===== src/rtl/elevador_pkg.sv =====
// Shared elevator definitions: floor codes, door state encoding and default timings.
package elevador_pkg;

    localparam int unsigned FLOOR_W          = 2;
    localparam int unsigned N_FLOORS_DEF     = 3;
    localparam int unsigned DOOR_OPEN_S_DEF  = 3;

    localparam logic [FLOOR_W-1:0] FLOOR_0       = 2'b00;
    localparam logic [FLOOR_W-1:0] FLOOR_1       = 2'b01;
    localparam logic [FLOOR_W-1:0] FLOOR_2       = 2'b10;
    localparam logic [FLOOR_W-1:0] FLOOR_INVALID = 2'b11;

    typedef enum logic {
        DOOR_CLOSED = 1'b0,
        DOOR_OPEN   = 1'b1
    } door_state_e;

endpackage


===== src/rtl/call_request_ctrl_if.sv =====
// Bundle between the call-request stage and its environment (buttons, floor FSM, door actuator).
interface call_request_ctrl_if #(
    parameter int unsigned N_FLOORS = 3
) ();

    logic                              tick;
    logic [N_FLOORS-1:0]               btn_n;
    logic [elevador_pkg::FLOOR_W-1:0]  floor;
    logic                              moving;
    logic [N_FLOORS-1:0]               req;
    logic                              door;

    modport master (
        output tick, btn_n, floor, moving,
        input  req, door
    );

    modport slave (
        input  tick, btn_n, floor, moving,
        output req, door
    );

endinterface


===== src/rtl/btn_edge_sync.sv =====
// Two-flop synchronizer for an active-low button plus falling-edge detect -> one-cycle press pulse.
module btn_edge_sync (
    input  logic clk,
    input  logic reset,
    input  logic btn_n_i,
    output logic press_c_o
);

    logic meta_q;
    logic sync_q;
    logic prev_q;

    // Released level (1) after reset so a held button yields a press once reset drops.
    always_ff @(posedge clk) begin
        if (reset) begin
            meta_q <= 1'b1;
            sync_q <= 1'b1;
            prev_q <= 1'b1;
        end else begin
            meta_q <= btn_n_i;
            sync_q <= meta_q;
            prev_q <= sync_q;
        end
    end

    assign press_c_o = prev_q & ~sync_q;

endmodule


===== src/rtl/call_request_ctrl.sv =====
// Latches floor call requests and runs the door: opens at a requested floor when the car is idle,
// holds it for DOOR_OPEN_S ticks (reloaded by a press at that floor), then closes.
module call_request_ctrl
    import elevador_pkg::*;
#(
    parameter int unsigned N_FLOORS    = N_FLOORS_DEF,
    parameter int unsigned DOOR_OPEN_S = DOOR_OPEN_S_DEF
) (
    input  logic               clk,
    input  logic               reset,
    call_request_ctrl_if.slave ctrl_if
);

    localparam int unsigned TIMER_W = $clog2(DOOR_OPEN_S + 1);

    logic [N_FLOORS-1:0] press;
    logic [N_FLOORS-1:0] floor_sel;
    logic [N_FLOORS-1:0] req_q;
    logic [N_FLOORS-1:0] req_d;
    logic [TIMER_W-1:0]  timer_q;
    logic [TIMER_W-1:0]  timer_d;
    door_state_e         state_q;
    door_state_e         state_d;
    logic                req_hit;
    logic                press_hit;

    for (genvar i = 0; i < N_FLOORS; i++) begin : g_btn
        btn_edge_sync u_sync (
            .clk       (clk),
            .reset     (reset),
            .btn_n_i   (ctrl_if.btn_n[i]),
            .press_c_o (press[i])
        );
    end

    // One-hot of the current floor; all zero for the invalid code.
    always_comb begin
        floor_sel = '0;
        for (int unsigned i = 0; i < N_FLOORS; i++) begin
            floor_sel[i] = (ctrl_if.floor == FLOOR_W'(i)) && (ctrl_if.floor != FLOOR_INVALID);
        end
    end

    assign req_hit   = |(req_q & floor_sel);
    assign press_hit = |(press & floor_sel);

    always_comb begin
        state_d = state_q;
        timer_d = timer_q;
        req_d   = req_q | press;
        case (state_q)
            DOOR_CLOSED: begin
                if (!ctrl_if.moving && req_hit) begin
                    state_d = DOOR_OPEN;
                    timer_d = TIMER_W'(DOOR_OPEN_S);
                    req_d   = (req_q | press) & ~floor_sel;
                end
            end
            DOOR_OPEN: begin
                // A press at the open floor keeps the door open instead of queueing a call.
                if (press_hit) begin
                    timer_d = TIMER_W'(DOOR_OPEN_S);
                    req_d   = req_q | (press & ~floor_sel);
                end else if (ctrl_if.tick) begin
                    if (timer_q == TIMER_W'(1)) begin
                        state_d = DOOR_CLOSED;
                        timer_d = '0;
                    end else begin
                        timer_d = timer_q - TIMER_W'(1);
                    end
                end
            end
            default: begin
                state_d = DOOR_CLOSED;
                timer_d = '0;
            end
        endcase
    end

    always_ff @(posedge clk) begin
        if (reset) begin
            state_q <= DOOR_CLOSED;
            timer_q <= '0;
            req_q   <= '0;
        end else begin
            state_q <= state_d;
            timer_q <= timer_d;
            req_q   <= req_d;
        end
    end

    assign ctrl_if.req  = req_q;
    assign ctrl_if.door = state_q;

endmodule


===== src/flat_wrapper.sv =====
// flat-port wrapper written by rule: the top's interface ports become plain ports
module call_request_ctrl_flat import elevador_pkg::*;
#(
    parameter int unsigned N_FLOORS    = N_FLOORS_DEF,
    parameter int unsigned DOOR_OPEN_S = DOOR_OPEN_S_DEF
)
  (clk, reset, ctrl_if_tick, ctrl_if_btn_n, ctrl_if_floor, ctrl_if_moving, ctrl_if_req, ctrl_if_door);
  call_request_ctrl_if #(.N_FLOORS(N_FLOORS)) ctrl_if_i ();
  input  logic clk;
  input  logic reset;
  input wire logic [$bits(ctrl_if_i.tick)-1:0] ctrl_if_tick;
  input wire logic [$bits(ctrl_if_i.btn_n)-1:0] ctrl_if_btn_n;
  input wire logic [$bits(ctrl_if_i.floor)-1:0] ctrl_if_floor;
  input wire logic [$bits(ctrl_if_i.moving)-1:0] ctrl_if_moving;
  output wire logic [$bits(ctrl_if_i.req)-1:0] ctrl_if_req;
  output wire logic [$bits(ctrl_if_i.door)-1:0] ctrl_if_door;
  assign ctrl_if_i.tick = ctrl_if_tick;
  assign ctrl_if_i.btn_n = ctrl_if_btn_n;
  assign ctrl_if_i.floor = ctrl_if_floor;
  assign ctrl_if_i.moving = ctrl_if_moving;
  assign ctrl_if_req = ctrl_if_i.req;
  assign ctrl_if_door = ctrl_if_i.door;
  call_request_ctrl #(.N_FLOORS(N_FLOORS), .DOOR_OPEN_S(DOOR_OPEN_S)) u_core (.clk(clk), .reset(reset), .ctrl_if(ctrl_if_i));
endmodule

===== config.mk =====
export PLATFORM = sky130hd
export DESIGN_NAME = call_request_ctrl_flat
export DESIGN_NICKNAME = d
export VERILOG_FILES = /design/src/rtl/elevador_pkg.sv /design/src/rtl/call_request_ctrl_if.sv /design/src/rtl/btn_edge_sync.sv /design/src/rtl/call_request_ctrl.sv /design/src/flat_wrapper.sv
export SDC_FILE = /design/constraint.sdc
export NUM_CORES = 1
export LEC_CHECK = 0
export CORE_MARGIN = 3
export CORE_UTILIZATION = 46
export DETAILED_ROUTE_END_ITERATION = 12
export GPL_ROUTABILITY_DRIVEN = 1
export PLACE_DENSITY = 0.73
export RECOVER_POWER = 50
export SYNTH_ARGS = -nofsm -noshare
export SYNTH_HDL_FRONTEND = slang
export SYNTH_SLANG_ARGS = --single-unit

===== constraint.sdc =====
create_clock -name clk -period 1.5 [get_ports clk]
set_input_delay 0.375 -clock clk [delete_from_list [all_inputs] [get_ports clk]]
set_output_delay 0.375 -clock clk [all_outputs]
set_load 0.01 [all_outputs]

==> results <==
-- cell type report --
cell class	count	area, sq um	share of cell area
Sequential cell	15	303	0.373
Multi-Input combinational cell	40	282	0.347
Timing Repair Buffer	20	158	0.194
Clock buffer	3	22.5	0.0277
Inverter	6	22.5	0.0277
Tap cell	14	17.5	0.0216
Clock inverter	1	7.51	0.00924
-- sequential cells by signal, summed over array words and instances, names as in the netlist --
signal / count
u_core.g_btn.u_sync.sync_q: 3
u_core.ctrl_if.door: 1
u_core.ctrl_if.req: 3
u_core.timer_q: 2
u_core.g_btn.u_sync.meta_q: 3
u_core.g_btn.u_sync.prev_q: 3
-- cell usage after synthesis --
master	n	share of area
sky130_fd_sc_hd__a221o_1	1	0.016
sky130_fd_sc_hd__or4b_1	1	0.016
sky130_fd_sc_hd__a311oi_1	1	0.014
sky130_fd_sc_hd__nand2b_1	1	0.010
sky130_fd_sc_hd__nor3b_1	1	0.012
sky130_fd_sc_hd__dfxtp_1	15	0.49
sky130_fd_sc_hd__mux2i_1	2	0.033
sky130_fd_sc_hd__o21ai_0	3	0.025
sky130_fd_sc_hd__or4bb_1	2	0.037
sky130_fd_sc_hd__inv_1	6	0.037
sky130_fd_sc_hd__or2_2	9	0.093
sky130_fd_sc_hd__clkbuf_1	1	0.0062
sky130_fd_sc_hd__a21oi_1	4	0.033
sky130_fd_sc_hd__nor2b_1	2	0.021
sky130_fd_sc_hd__nand4_2	1	0.021
sky130_fd_sc_hd__ha_1	1	0.021
sky130_fd_sc_hd__nor2_1	3	0.019
sky130_fd_sc_hd__mux2_1	1	0.019
sky130_fd_sc_hd__a31oi_1	1	0.010
sky130_fd_sc_hd__a221oi_2	1	0.025
sky130_fd_sc_hd__nand2_1	1	0.0062
sky130_fd_sc_hd__nor3_1	4	0.033
-- logic make-up after synthesis --
group	synth area share
AOI/OAI and AO/OA	0.123
adders and majority gates	0.0206
buffers and inverters	0.0432
DFF	0.494
muxes	0.0514
and+or+nand+nor	0.267
-- path summary, 6_finish.rpt --
path,from,end,slack (ps),cells after the start
worst max-delay path,ctrl_if_floor[1],u_core.timer_q[1]$_SDFFE_PP0P_,40,5
worst max register to register,u_core.g_btn[2].u_sync.prev_q$_SDFF_PP1_,u_core.timer_q[1]$_SDFFE_PP0P_,120,4
worst min-delay path,u_core.g_btn[0].u_sync.meta_q$_SDFF_PP1_,u_core.g_btn[0].u_sync.sync_q$_SDFF_PP1_,420,1
worst min register to register,u_core.g_btn[0].u_sync.meta_q$_SDFF_PP1_,u_core.g_btn[0].u_sync.sync_q$_SDFF_PP1_,420,1
-- what timing repair did --
action                     in CTS  in global routing
pin swaps                       0                  1
setup endpoints to repair       7                  1
gates resized for setup         8                  3
-- power groups by stage --
stage	Clock (mW)	Combinational, mW	Sequential [mW]
global placement	0	0.108	0.437
global route	0.271	0.115	0.431
finish	0.244	0.101	0.428
CTS	0.254	0.106	0.429
floorplan	0	0.0466	0.438
detailed placement	0	0.111	0.437
-- metrics by stage --
stage | area [sq um] | cells | total power, mW
after floorplan | 608 | 62 | 0.485
after global placement | 802 | 95 | 0.545
after detailed placement | 802 | 95 | 0.548
after CTS | 827 | 99 | 0.788
after global routing | 812 | 99 | 0.817
final | 812 | 99 | 0.774
-- cells in the final DEF (no fill, tap or decap), drive strengths merged, types with 3 or more instances in the layout --
| cell | netlist | layout |
|---|---|---|
| inv | 6 | 6 |
| clkdlybuf4s50 | 0 | 5 |
| buf | 0 | 5 |
| nor3 | 4 | 4 |
| o21ai | 3 | 3 |
| a21oi | 4 | 4 |
| clkbuf | 1 | 7 |
| dlygate4sd2 | 0 | 5 |
| dfxtp | 15 | 15 |
| nor2 | 3 | 3 |
| or2 | 9 | 9 |
-- worst register-to-register path, cell delays in order (launching register included) --
cell and delay [ps]:
sky130_fd_sc_hd__dfxtp_1 340, sky130_fd_sc_hd__or4bb_1 490, sky130_fd_sc_hd__nand4_2 140, sky130_fd_sc_hd__nor2_1 80, sky130_fd_sc_hd__a221oi_2 260
-- layer usage --
metal	share of wire	vias up
met5	0	-
met4	0	0
met3	0.080	0
met2	0.47	17
met1	0.45	223
li1	-	262
==> insert_results.sql <==
INSERT INTO impl_metrics (metric_group, metric, value, unit) VALUES
('critical_path', 'timing_worst_setup_path_type', 'input pin to flop', ''),
('timing', 'setup_violations', '0', ''),
('pwr', 'p_per_area', '953', 'nW/um^2'),
('clock_tree', 'cts_post_setup_buffers_inserted', '0', ''),
('clock_tree', 'cts.sink_count', '15', ''),
('finish', 'num_antenna_cells', '0', ''),
('timing', 'finalCriticalPeriod', '1460', 'ps'),
('die', 'core', '1170', 'sq um'),
('finish', 'flow.area_growth_from_synthesis', '33.5', '%'),
('grt', 'globalRouteTotalUtil', '0.142', ''),
('critical_path', 'timing.critical_path.cells', 'dlygate4sd2_1 > or4b_1 > nand4_2 > nor2_1 > a221oi_2', ''),
('grt', 'globalRoute.totalOverflow', '0', ''),
('grt', 'met2_demand_to_capacity_share_in_global_routing', '0.234', ''),
('die', 'dieWidth', '42.4', 'microns'),
('timing', 'final.setup.tns', '0', 'ps'),
('pwr', 'switching_power', '0.197', 'mW'),
('synth', 'synth_cell_types', '22', ''),
('critical_path', 'endpoint_kind', 'flop', ''),
('clock_tree', 'clkSlewWorstSetupHoldPaths', '100', 'ps'),
('die', 'floorplan.die_area', '1790', 'sq um'),
('synth', 'synth.ff_latch_count', '15', ''),
('timing', 'worstMarginPinSlew', '224', 'ps'),
('status', 'run_status', 'finished, final reports clean', ''),
('clock_tree', 'number_of_h_tree_levels', '1', ''),
('die', 'die_height', '42.4', 'microns'),
('detailed_routing', 'dr.pass1.iters', '5', ''),
('die', 'num_io_pins', '13', ''),
('critical_path', 'worst_ep_arrival_time', '1670', 'ps'),
('synth', 'number_of_cells_produced_by_synthesis', '62', ''),
('clock_tree', 'bufs_on_longest_clock_path', '2', ''),
('timing', 'grt_setup_unrepaired', 'false', ''),
('detailed_routing', 'routed_length_per_placed_instance', '11.4', 'microns'),
('critical_path', 'worst_path_largest_cell_delay', '540', 'ps'),
('placed_design', 'pre_cts_slack', '-495', 'ps'),
('grt', 'grtUsageMet1', '0.169', ''),
('critical_path', 'timing.critical_path.slowest_stage_cell', 'sky130_fd_sc_hd__or4b_1', ''),
('placed_design', 'dpl.hpwl', '869', 'microns'),
('timing', 'maxSlewViolCount', '0', ''),
('placed_design', 'gp_congestion', '0.810', ''),
('grt', 'grt_pass1_wl', '1.95', 'mm'),
('finish', 'post-route-util', '0.693', ''),
('synth', 'synth.avg_cell_area', '9.81', 'sq um'),
('pwr', 'pwr-share-comb', '0.131', ''),
('synth', 'synth_sequential_area_ratio', '0.494', ''),
('finish', 'share_of_cells_above_drive_strength_1', '0.271', ''),
('synth', 'synth.net_count', '72', ''),
('grt', 'gr-max-usage-layer', 'met2', ''),
('timing', 'report.final.hold_viol_count', '0', ''),
('critical_path', 'cp_max_fanout', '5', ''),
('clock_tree', 'count_of_hold_fix_buffers_inserted_at_cts', '0', ''),
('critical_path', 'cp_num_buf_inv', '1', ''),
('timing', 'fmaxAchievable', '0.686', 'GHz'),
('critical_path', 'cp_data_required_time', '1710', 'ps'),
('clock_tree', 'numCtsBuffers', '3', ''),
('clock_tree', 'clock_tree_from_tritoncts', 'yes', ''),
('detailed_routing', 'drt_wl_total', '1.13', 'mm'),
('timing', 'whs', '416', 'ps'),
('pwr', 'switching_share', '0.255', ''),
('placed_design', 'io_buffers', '12', ''),
('timing', 'post-route-period-util', '0.972', ''),
('pwr', 'irDropWorstVdd', '745', 'uV'),
('pwr', 'p_seq_frac', '0.554', ''),
('clock_tree', 'ctsRootBufferMaster', 'sky130_fd_sc_hd__clkbuf_4', ''),
('die', 'initial_core_util', '0.519', ''),
('synth', 'ys_warnings', '0', ''),
('grt', 'via_count_of_the_first_global_routing_pass', '453', ''),
('job', 'timing.max_cap.violations', '0', ''),
('grt', 'grt_use_met3', '0.0687', ''),
('finish', 'count_of_filler_cells_inserted_in_the_layout', '100', ''),
('pwr', 'p_clk_frac', '0.315', ''),
('grt', 'largest_net_degree_at_the_start_of_global_routing', '11', '');
(Power assumes the default switching activity.)
